$ cat config.mk
export PLATFORM = sky130hd
export DESIGN_NAME = cdb_arbiter
export DESIGN_NICKNAME = d
export VERILOG_FILES = /design/src/rtl/cdb_arbiter_pkg.sv /design/src/rtl/cdb_src_fifo.sv /design/src/rtl/cdb_arbiter.sv
export SDC_FILE = /design/constraint.sdc
export NUM_CORES = 1
export LEC_CHECK = 0
export BUFFER_PORTS_ARGS = -buffer_cell sky130_fd_sc_hd__buf_2
export CORE_MARGIN = 2
export CORE_UTILIZATION = 52
export DETAILED_ROUTE_END_ITERATION = 8
export PLACE_DENSITY = 0.76
export SLEW_MARGIN = 20
export SYNTH_ARGS = -nofsm -noshare
export SYNTH_HDL_FRONTEND = slang
export SYNTH_SLANG_ARGS = --single-unit
$ cat constraint.sdc
create_clock -name clk -period 4.3 [get_ports clk]
set_input_delay 0.86 -clock clk [delete_from_list [all_inputs] [get_ports clk]]
set_output_delay 0.86 -clock clk [all_outputs]
set_load 0.02 [all_outputs]
$ cat src/rtl/cdb_arbiter_pkg.sv
// Shared types for the CDB writeback stage: result packet and the reserved null tag.
package cdb_arbiter_pkg;

  localparam int unsigned BITWIDTH = 32;

  typedef struct packed {
    logic [BITWIDTH-1:0] tag;
    logic [BITWIDTH-1:0] data;
  } cdb_packet_t;

  // RS entry IDs start at 1, so tag 0 never names a real producer.
  localparam logic [BITWIDTH-1:0] CDB_NO_TAG = '0;

endpackage

$ cat src/rtl/cdb_src_fifo.sv
// Per-source result buffer: small circular FIFO of CDB packets with synchronous flush.
module cdb_src_fifo
  import cdb_arbiter_pkg::*;
#(
  parameter int unsigned DEPTH = 2
) (
  input  logic        clk,
  input  logic        rst,
  input  logic        push,
  input  logic        pop,
  input  logic        flush,
  input  cdb_packet_t push_pkt,
  output logic        full,
  output logic        empty,
  output cdb_packet_t head
);

  localparam int unsigned PtrW = (DEPTH > 1) ? $clog2(DEPTH) : 1;
  localparam int unsigned CntW = $clog2(DEPTH + 1);
  localparam logic [PtrW-1:0] LastPtr = PtrW'(DEPTH - 1);

  cdb_packet_t     mem_q [DEPTH];
  logic [PtrW-1:0] wr_ptr_q, wr_ptr_d;
  logic [PtrW-1:0] rd_ptr_q, rd_ptr_d;
  logic [CntW-1:0] count_q, count_d;
  logic            do_push, do_pop;

  assign full    = (count_q == CntW'(DEPTH));
  assign empty   = (count_q == '0);
  assign head    = mem_q[rd_ptr_q];
  assign do_push = push & ~full;
  assign do_pop  = pop & ~empty;

  always_comb begin
    wr_ptr_d = wr_ptr_q;
    rd_ptr_d = rd_ptr_q;
    count_d  = count_q;
    if (flush) begin
      wr_ptr_d = '0;
      rd_ptr_d = '0;
      count_d  = '0;
    end else begin
      if (do_push) wr_ptr_d = (wr_ptr_q == LastPtr) ? '0 : wr_ptr_q + 1'b1;
      if (do_pop)  rd_ptr_d = (rd_ptr_q == LastPtr) ? '0 : rd_ptr_q + 1'b1;
      unique case ({do_push, do_pop})
        2'b10:   count_d = count_q + 1'b1;
        2'b01:   count_d = count_q - 1'b1;
        default: count_d = count_q;
      endcase
    end
  end

  always_ff @(posedge clk or posedge rst) begin
    if (rst) begin
      wr_ptr_q <= '0;
      rd_ptr_q <= '0;
      count_q  <= '0;
    end else begin
      wr_ptr_q <= wr_ptr_d;
      rd_ptr_q <= rd_ptr_d;
      count_q  <= count_d;
    end
  end

  always_ff @(posedge clk) begin
    if (do_push && !flush) mem_q[wr_ptr_q] <= push_pkt;
  end

endmodule

$ cat src/rtl/cdb_arbiter.sv
// Round-robin Common Data Bus arbiter over per-FU result buffers, registered CDB outputs.
// Define CDB_BYPASS_EN to let a beat arriving at an empty buffer compete in its arrival cycle.
module cdb_arbiter
  import cdb_arbiter_pkg::*;
#(
  parameter int unsigned N_SRC      = 4,
  parameter int unsigned FIFO_DEPTH = 2,
  localparam int unsigned SrcW      = $clog2(N_SRC)
) (
  input  logic                           clk,
  input  logic                           rst,
  input  logic                           en,
  input  logic                           flush,
  input  logic [N_SRC-1:0]               src_valid,
  input  logic [N_SRC-1:0][BITWIDTH-1:0] src_tag,
  input  logic [N_SRC-1:0][BITWIDTH-1:0] src_data,
  output logic [N_SRC-1:0]               src_ready,
  output logic                           cdb_valid,
  output logic [BITWIDTH-1:0]            cdb_tag,
  output logic [BITWIDTH-1:0]            cdb_data,
  output logic [SrcW-1:0]                cdb_src
);

  logic [N_SRC-1:0]        full, empty, push, cand, fifo_push, fifo_pop;
  cdb_packet_t [N_SRC-1:0] head, in_pkt;
  cdb_packet_t             win_pkt;
  logic [SrcW-1:0]         rr_ptr_q, rr_ptr_d, win;
  logic                    grant, bypass_hit;
  logic                    cdb_valid_q;
  logic [BITWIDTH-1:0]     cdb_tag_q, cdb_data_q;
  logic [SrcW-1:0]         cdb_src_q;

  function automatic logic [SrcW-1:0] wrap_add(input logic [SrcW-1:0] base,
                                               input int unsigned off);
    int unsigned s;
    s = 32'(base) + off;
    if (s >= N_SRC) s = s - N_SRC;
    return SrcW'(s);
  endfunction

  always_comb begin
    grant = 1'b0;
    win   = rr_ptr_q;
    for (int unsigned i = 0; i < N_SRC; i++) begin
      src_ready[i]  = en & ~flush & ~full[i] & ~rst;
      push[i]       = src_valid[i] & src_ready[i];
      in_pkt[i].tag  = src_tag[i];
      in_pkt[i].data = src_data[i];
`ifdef CDB_BYPASS_EN
      cand[i] = ~empty[i] | push[i];
`else
      cand[i] = ~empty[i];
`endif
    end
    // First candidate at or after rr_ptr wins, wrapping around.
    for (int unsigned k = 0; k < N_SRC; k++) begin
      if (!grant && cand[wrap_add(rr_ptr_q, k)]) begin
        grant = 1'b1;
        win   = wrap_add(rr_ptr_q, k);
      end
    end
    grant      = grant & en & ~flush;
    // Only reachable with bypass: a granted candidate that is still empty is this cycle's beat.
    bypass_hit = grant & empty[win];
    win_pkt    = bypass_hit ? in_pkt[win] : head[win];
    for (int unsigned i = 0; i < N_SRC; i++) begin
      fifo_pop[i]  = grant & (win == SrcW'(i)) & ~empty[i];
      fifo_push[i] = push[i] & ~(bypass_hit & (win == SrcW'(i)));
    end
    rr_ptr_d = grant ? wrap_add(win, 1) : rr_ptr_q;
  end

  for (genvar g = 0; g < N_SRC; g++) begin : g_fifo
    cdb_src_fifo #(
      .DEPTH(FIFO_DEPTH)
    ) u_fifo (
      .clk     (clk),
      .rst     (rst),
      .push    (fifo_push[g]),
      .pop     (fifo_pop[g]),
      .flush   (flush),
      .push_pkt(in_pkt[g]),
      .full    (full[g]),
      .empty   (empty[g]),
      .head    (head[g])
    );
  end

  always_ff @(posedge clk or posedge rst) begin
    if (rst) begin
      rr_ptr_q    <= '0;
      cdb_valid_q <= 1'b0;
      cdb_tag_q   <= CDB_NO_TAG;
      cdb_data_q  <= '0;
      cdb_src_q   <= '0;
    end else begin
      rr_ptr_q    <= rr_ptr_d;
      cdb_valid_q <= grant;
      if (grant) begin
        cdb_tag_q  <= win_pkt.tag;
        cdb_data_q <= win_pkt.data;
        cdb_src_q  <= win;
      end
    end
  end

  assign cdb_valid = cdb_valid_q;
  assign cdb_tag   = cdb_tag_q;
  assign cdb_data  = cdb_data_q;
  assign cdb_src   = cdb_src_q;

endmodule

==> flow_metrics.py <==
metrics = {
    "setup_path": {
        "cp_top_family": "simple AND/OR/NAND/NOR gates",
        "crit_chain": "or4_1 > o21ba_4 > or3_4 > inv_1 > ha_1 > o211ai_1 > mux2i_1 > xnor2_1 > nor2_1",
        "end_kind": "flip-flop",
        "arrival_ns": 3.70,
        "path_class": "flip-flop to flip-flop",
        "slowest_stage": "or4_1",
        "reg2reg_depth": 9,
        "crit_fanout": 38,
        "reg2reg_slack_ns": 1.09,
        "crit_buf_inv": 1,
        "crit_required_ns": 4.79,
        "r2r_end": "g_fifo[0].u_fifo.count_q[0]$_DFFE_PP0P_",
        "critPathMaxStageDelay_ns": 0.67,
        "r2r_start": "g_fifo[2].u_fifo.count_q[0]$_DFFE_PP0P_",
        "critPathLaunchType": "flip-flop",
    },
    "hold_path": {
        "hold_path_end": "g_fifo[3].u_fifo.mem_q[1][56]$_DFFE_PP_",
        "hold_path_depth": 1,
        "hold_path.class": "input pin to flip-flop",
        "hp-start": "src_tag[120]",
    },
    "placement": {
        "gp_congestion": 0.8203,
        "hpwl_um": 37840,
        "place_area_um2": 26730,
        "port_buffers": 334,
        "post-place-ws_ns": 0.7685,
    },
    "sta": {
        "rsz0062_at_grt": "false",
        "fmax_mhz": 311.6,
        "setup_viol": 0,
        "tightest_slew_ns": 1.095,
        "final.min_clock_period_ns": 3.210,
        "finalCritPeriodShare_pct": 74.64,
        "holdWs_ns": 0.4205,
        "hold_violations": 0,
        "fin_ws_ns": 1.090,
        "slew-limit-headroom_pct": 27.00,
        "drv_slew": 0,
        "fin_worst_skew_ns": 0.01650,
    },
    "die": {
        "die_y_um": 220.1,
        "core_area_um2": 46360,
        "die_area_um2": 48430,
        "start_util_pct": 52.37,
        "io_pins": 335,
        "die_x_um": 220.1,
        "rows": 79,
    },
    "grt": {
        "grt_max_degree": 69,
        "antenna_found_initial": 32,
        "grt_pass1_vias": 14430,
        "grt_overflow": 0,
        "grt_usage_pct": 24.44,
        "grt_pass1_wl_um": 87420,
    },
    "synth": {
        "synth_warnings": 0,
        "synth.most_common_cell": "edfxtp_1",
        "synthCells": 1393,
        "synth_nets": 1661,
        "netlist_top_cells_area": "edfxtp_1, dfrtp_1, mux2i_1, mux2_2, o31ai_1",
        "synth_cell_type_count": 50,
        "yosysSeqAreaShare_pct": 72.09,
        "synthFlopType": "edfxtp_1",
        "postSynthRegisterBits": 597,
        "synth_edf_count": 512,
        "syn_area_um2": 24280,
        "synth_top_cell_by_area": "edfxtp_1",
        "avgSynthCellArea_um2": 17.43,
        "synth_top_area_share_pct": 63.33,
        "synth_common_cells": "edfxtp_1, mux2i_1, mux2_2, dfrtp_1, clkbuf_1",
        "async_flop_share_pct": 14.24,
    },
    "clock_network": {
        "cts_tree": "done",
        "clk_latency_ns": 0.63,
        "postCtsResizedCells": 0,
        "cts_buffer_depth": 3,
        "hold_buffers": 0,
        "cts_max_level": 2,
        "clk_pin_slew_worst_paths_ns": 0.06,
        "post_cts_buffers": 0,
        "clkSinkCount": 597,
        "cts_buffers": 59,
        "ctsRootBufferMaster": "clkbuf_16",
    },
    "power": {
        "pwr-share-seq_pct": 46.7,
        "power_density_nw_per_um2": 519.0,
        "p_comb_share_pct": 18.6,
        "p_int_mw": 10.69,
        "p_clk_share_pct": 34.7,
        "power_mw": 14.92,
        "p_sw_mw": 4.228,
        "ir_worst_vdd_mv": 0.4432,
        "swShare_pct": 28.34,
        "p_leak_nw": 10.06,
    },
    "detailed_routing": {
        "via_per_inst": 5.833,
        "first_iter_violations": 1095,
        "drt_pass1_iterations": 7,
        "wl_per_cell_um": 24.84,
        "vias": 13990,
        "ant_nets": 0,
        "drc": 0,
        "routed_wl_um": 59600,
    },
    "finish": {
        "multi_input_area_um2": 6420,
        "register_area_um2": 17520,
        "drive_gt1_share_pct": 37.26,
        "area_growth_pct": 18.40,
        "final_area_um2": 28750,
        "fillers": 3340,
        "nNetsFinal": 1984,
    },
    "outcome": {
        "status": "complete, no violations",
    },
    "run": {
        "max_cap_violations": 0,
    },
}
## worst max path at each step
stage | start | to | slack, ns | depth (start not counted)
global route | g_fifo[2].u_fifo.count_q[0]$_DFFE_PP0P_ | g_fifo[0].u_fifo.count_q[0]$_DFFE_PP0P_ | 0.92 | 9
global placement | flush | g_fifo[2].u_fifo.mem_q[1][12]$_DFFE_PP_ | 0.81 | 5
floorplan | flush | g_fifo[3].u_fifo.mem_q[0][0]$_DFFE_PP_ | -0.77 | 4
CTS | g_fifo[2].u_fifo.count_q[0]$_DFFE_PP0P_ | g_fifo[0].u_fifo.count_q[0]$_DFFE_PP0P_ | 1.09 | 9
detailed placement | flush | g_fifo[2].u_fifo.mem_q[1][12]$_DFFE_PP_ | 0.77 | 5
finish | g_fifo[2].u_fifo.count_q[0]$_DFFE_PP0P_ | g_fifo[0].u_fifo.count_q[0]$_DFFE_PP0P_ | 1.09 | 9
## cells by family (layout without fill, tap and decap cells)
family	after synthesis	in the layout	share of synthesized area, %
other cells	0	26	0
buf+inv	108	481	1.979
xor+xnor	11	11	0.3969
flops	597	597	72.09
mux	323	323	14.44
fa+ha+maj	4	4	0.2062
simple gates	124	124	2.237
compound gates	226	226	8.658
## per-layer routing
metal  wire length, um  share of wire [%]  GRT usage (%)  up-vias
li1                  -                  -              -     6224
met1             24260                 41          31.66     7154
met2             29250                 49          40.09      473
met3              4188                7.0          5.756      119
met4              1742                2.9          9.463       24
met5               161               0.27              0        -
## cell usage in the layout (no fill, tap or decap), drive strengths merged, types with 4 or more instances in the layout
cell	n
edfxtp	512
buf	360
mux2i	196
mux2	127
dfrtp	85
clkbuf	84
nand2	70
o211ai	70
o31ai	66
o2111ai	63
nor2	27
diode	26
clkinv	19
inv	11
xnor2	8
o21ai	7
nor2b	5
bufinv	5
nand3	4
ha	4
## sequential cells by signal, indices dropped and copies added (netlist names)
| register | cells |
|---|---|
| g_fifo.u_fifo.mem_q | 512 |
| cdb_data | 32 |
| cdb_tag | 32 |
| g_fifo.u_fifo.count_q | 8 |
| g_fifo.u_fifo.rd_ptr_q | 4 |
| g_fifo.u_fifo.wr_ptr_q | 4 |
| cdb_src | 2 |
| rr_ptr_q | 2 |
| cdb_valid | 1 |
## power by group through the flow
stage               clock, mW  combinational, mW  sequential, mW
global placement            0               2.70            7.06
floorplan                   0               1.54            7.31
CTS                      5.26               2.80            6.96
global route             5.46               2.97            6.99
detailed placement          0               2.79            7.07
finish                   5.18               2.78            6.96
## metrics by stage
stage	cells	utilization [%]	TNS [ns]
detailed placement	2262	57.66	0
CTS	2373	61.87	0
global placement	2262	57.66	0
global route	2387	61.94	0
floorplan	1393	-	-292.34
finish	2399	62.01	0
## worst reg2reg max path: stages, from the launching register on
cell      delay, ns
dfrtp_1        0.47
or4_1          0.67
o21ba_4        0.25
or3_4          0.62
inv_1          0.20
ha_1           0.21
o211ai_1       0.16
mux2i_1        0.27
xnor2_1        0.15
nor2_1         0.07
## layout make-up
type	instances	area share (%)
clock buffer	84	5.850
sequential	597	60.94
multi-input combinational	688	22.33
timing repair buffer	360	6.929
antenna	26	0.2263
clock inverter	27	0.9358
tap	607	2.642
inverter	10	0.1480
Note: power is estimated with default switching activity, not from simulation.
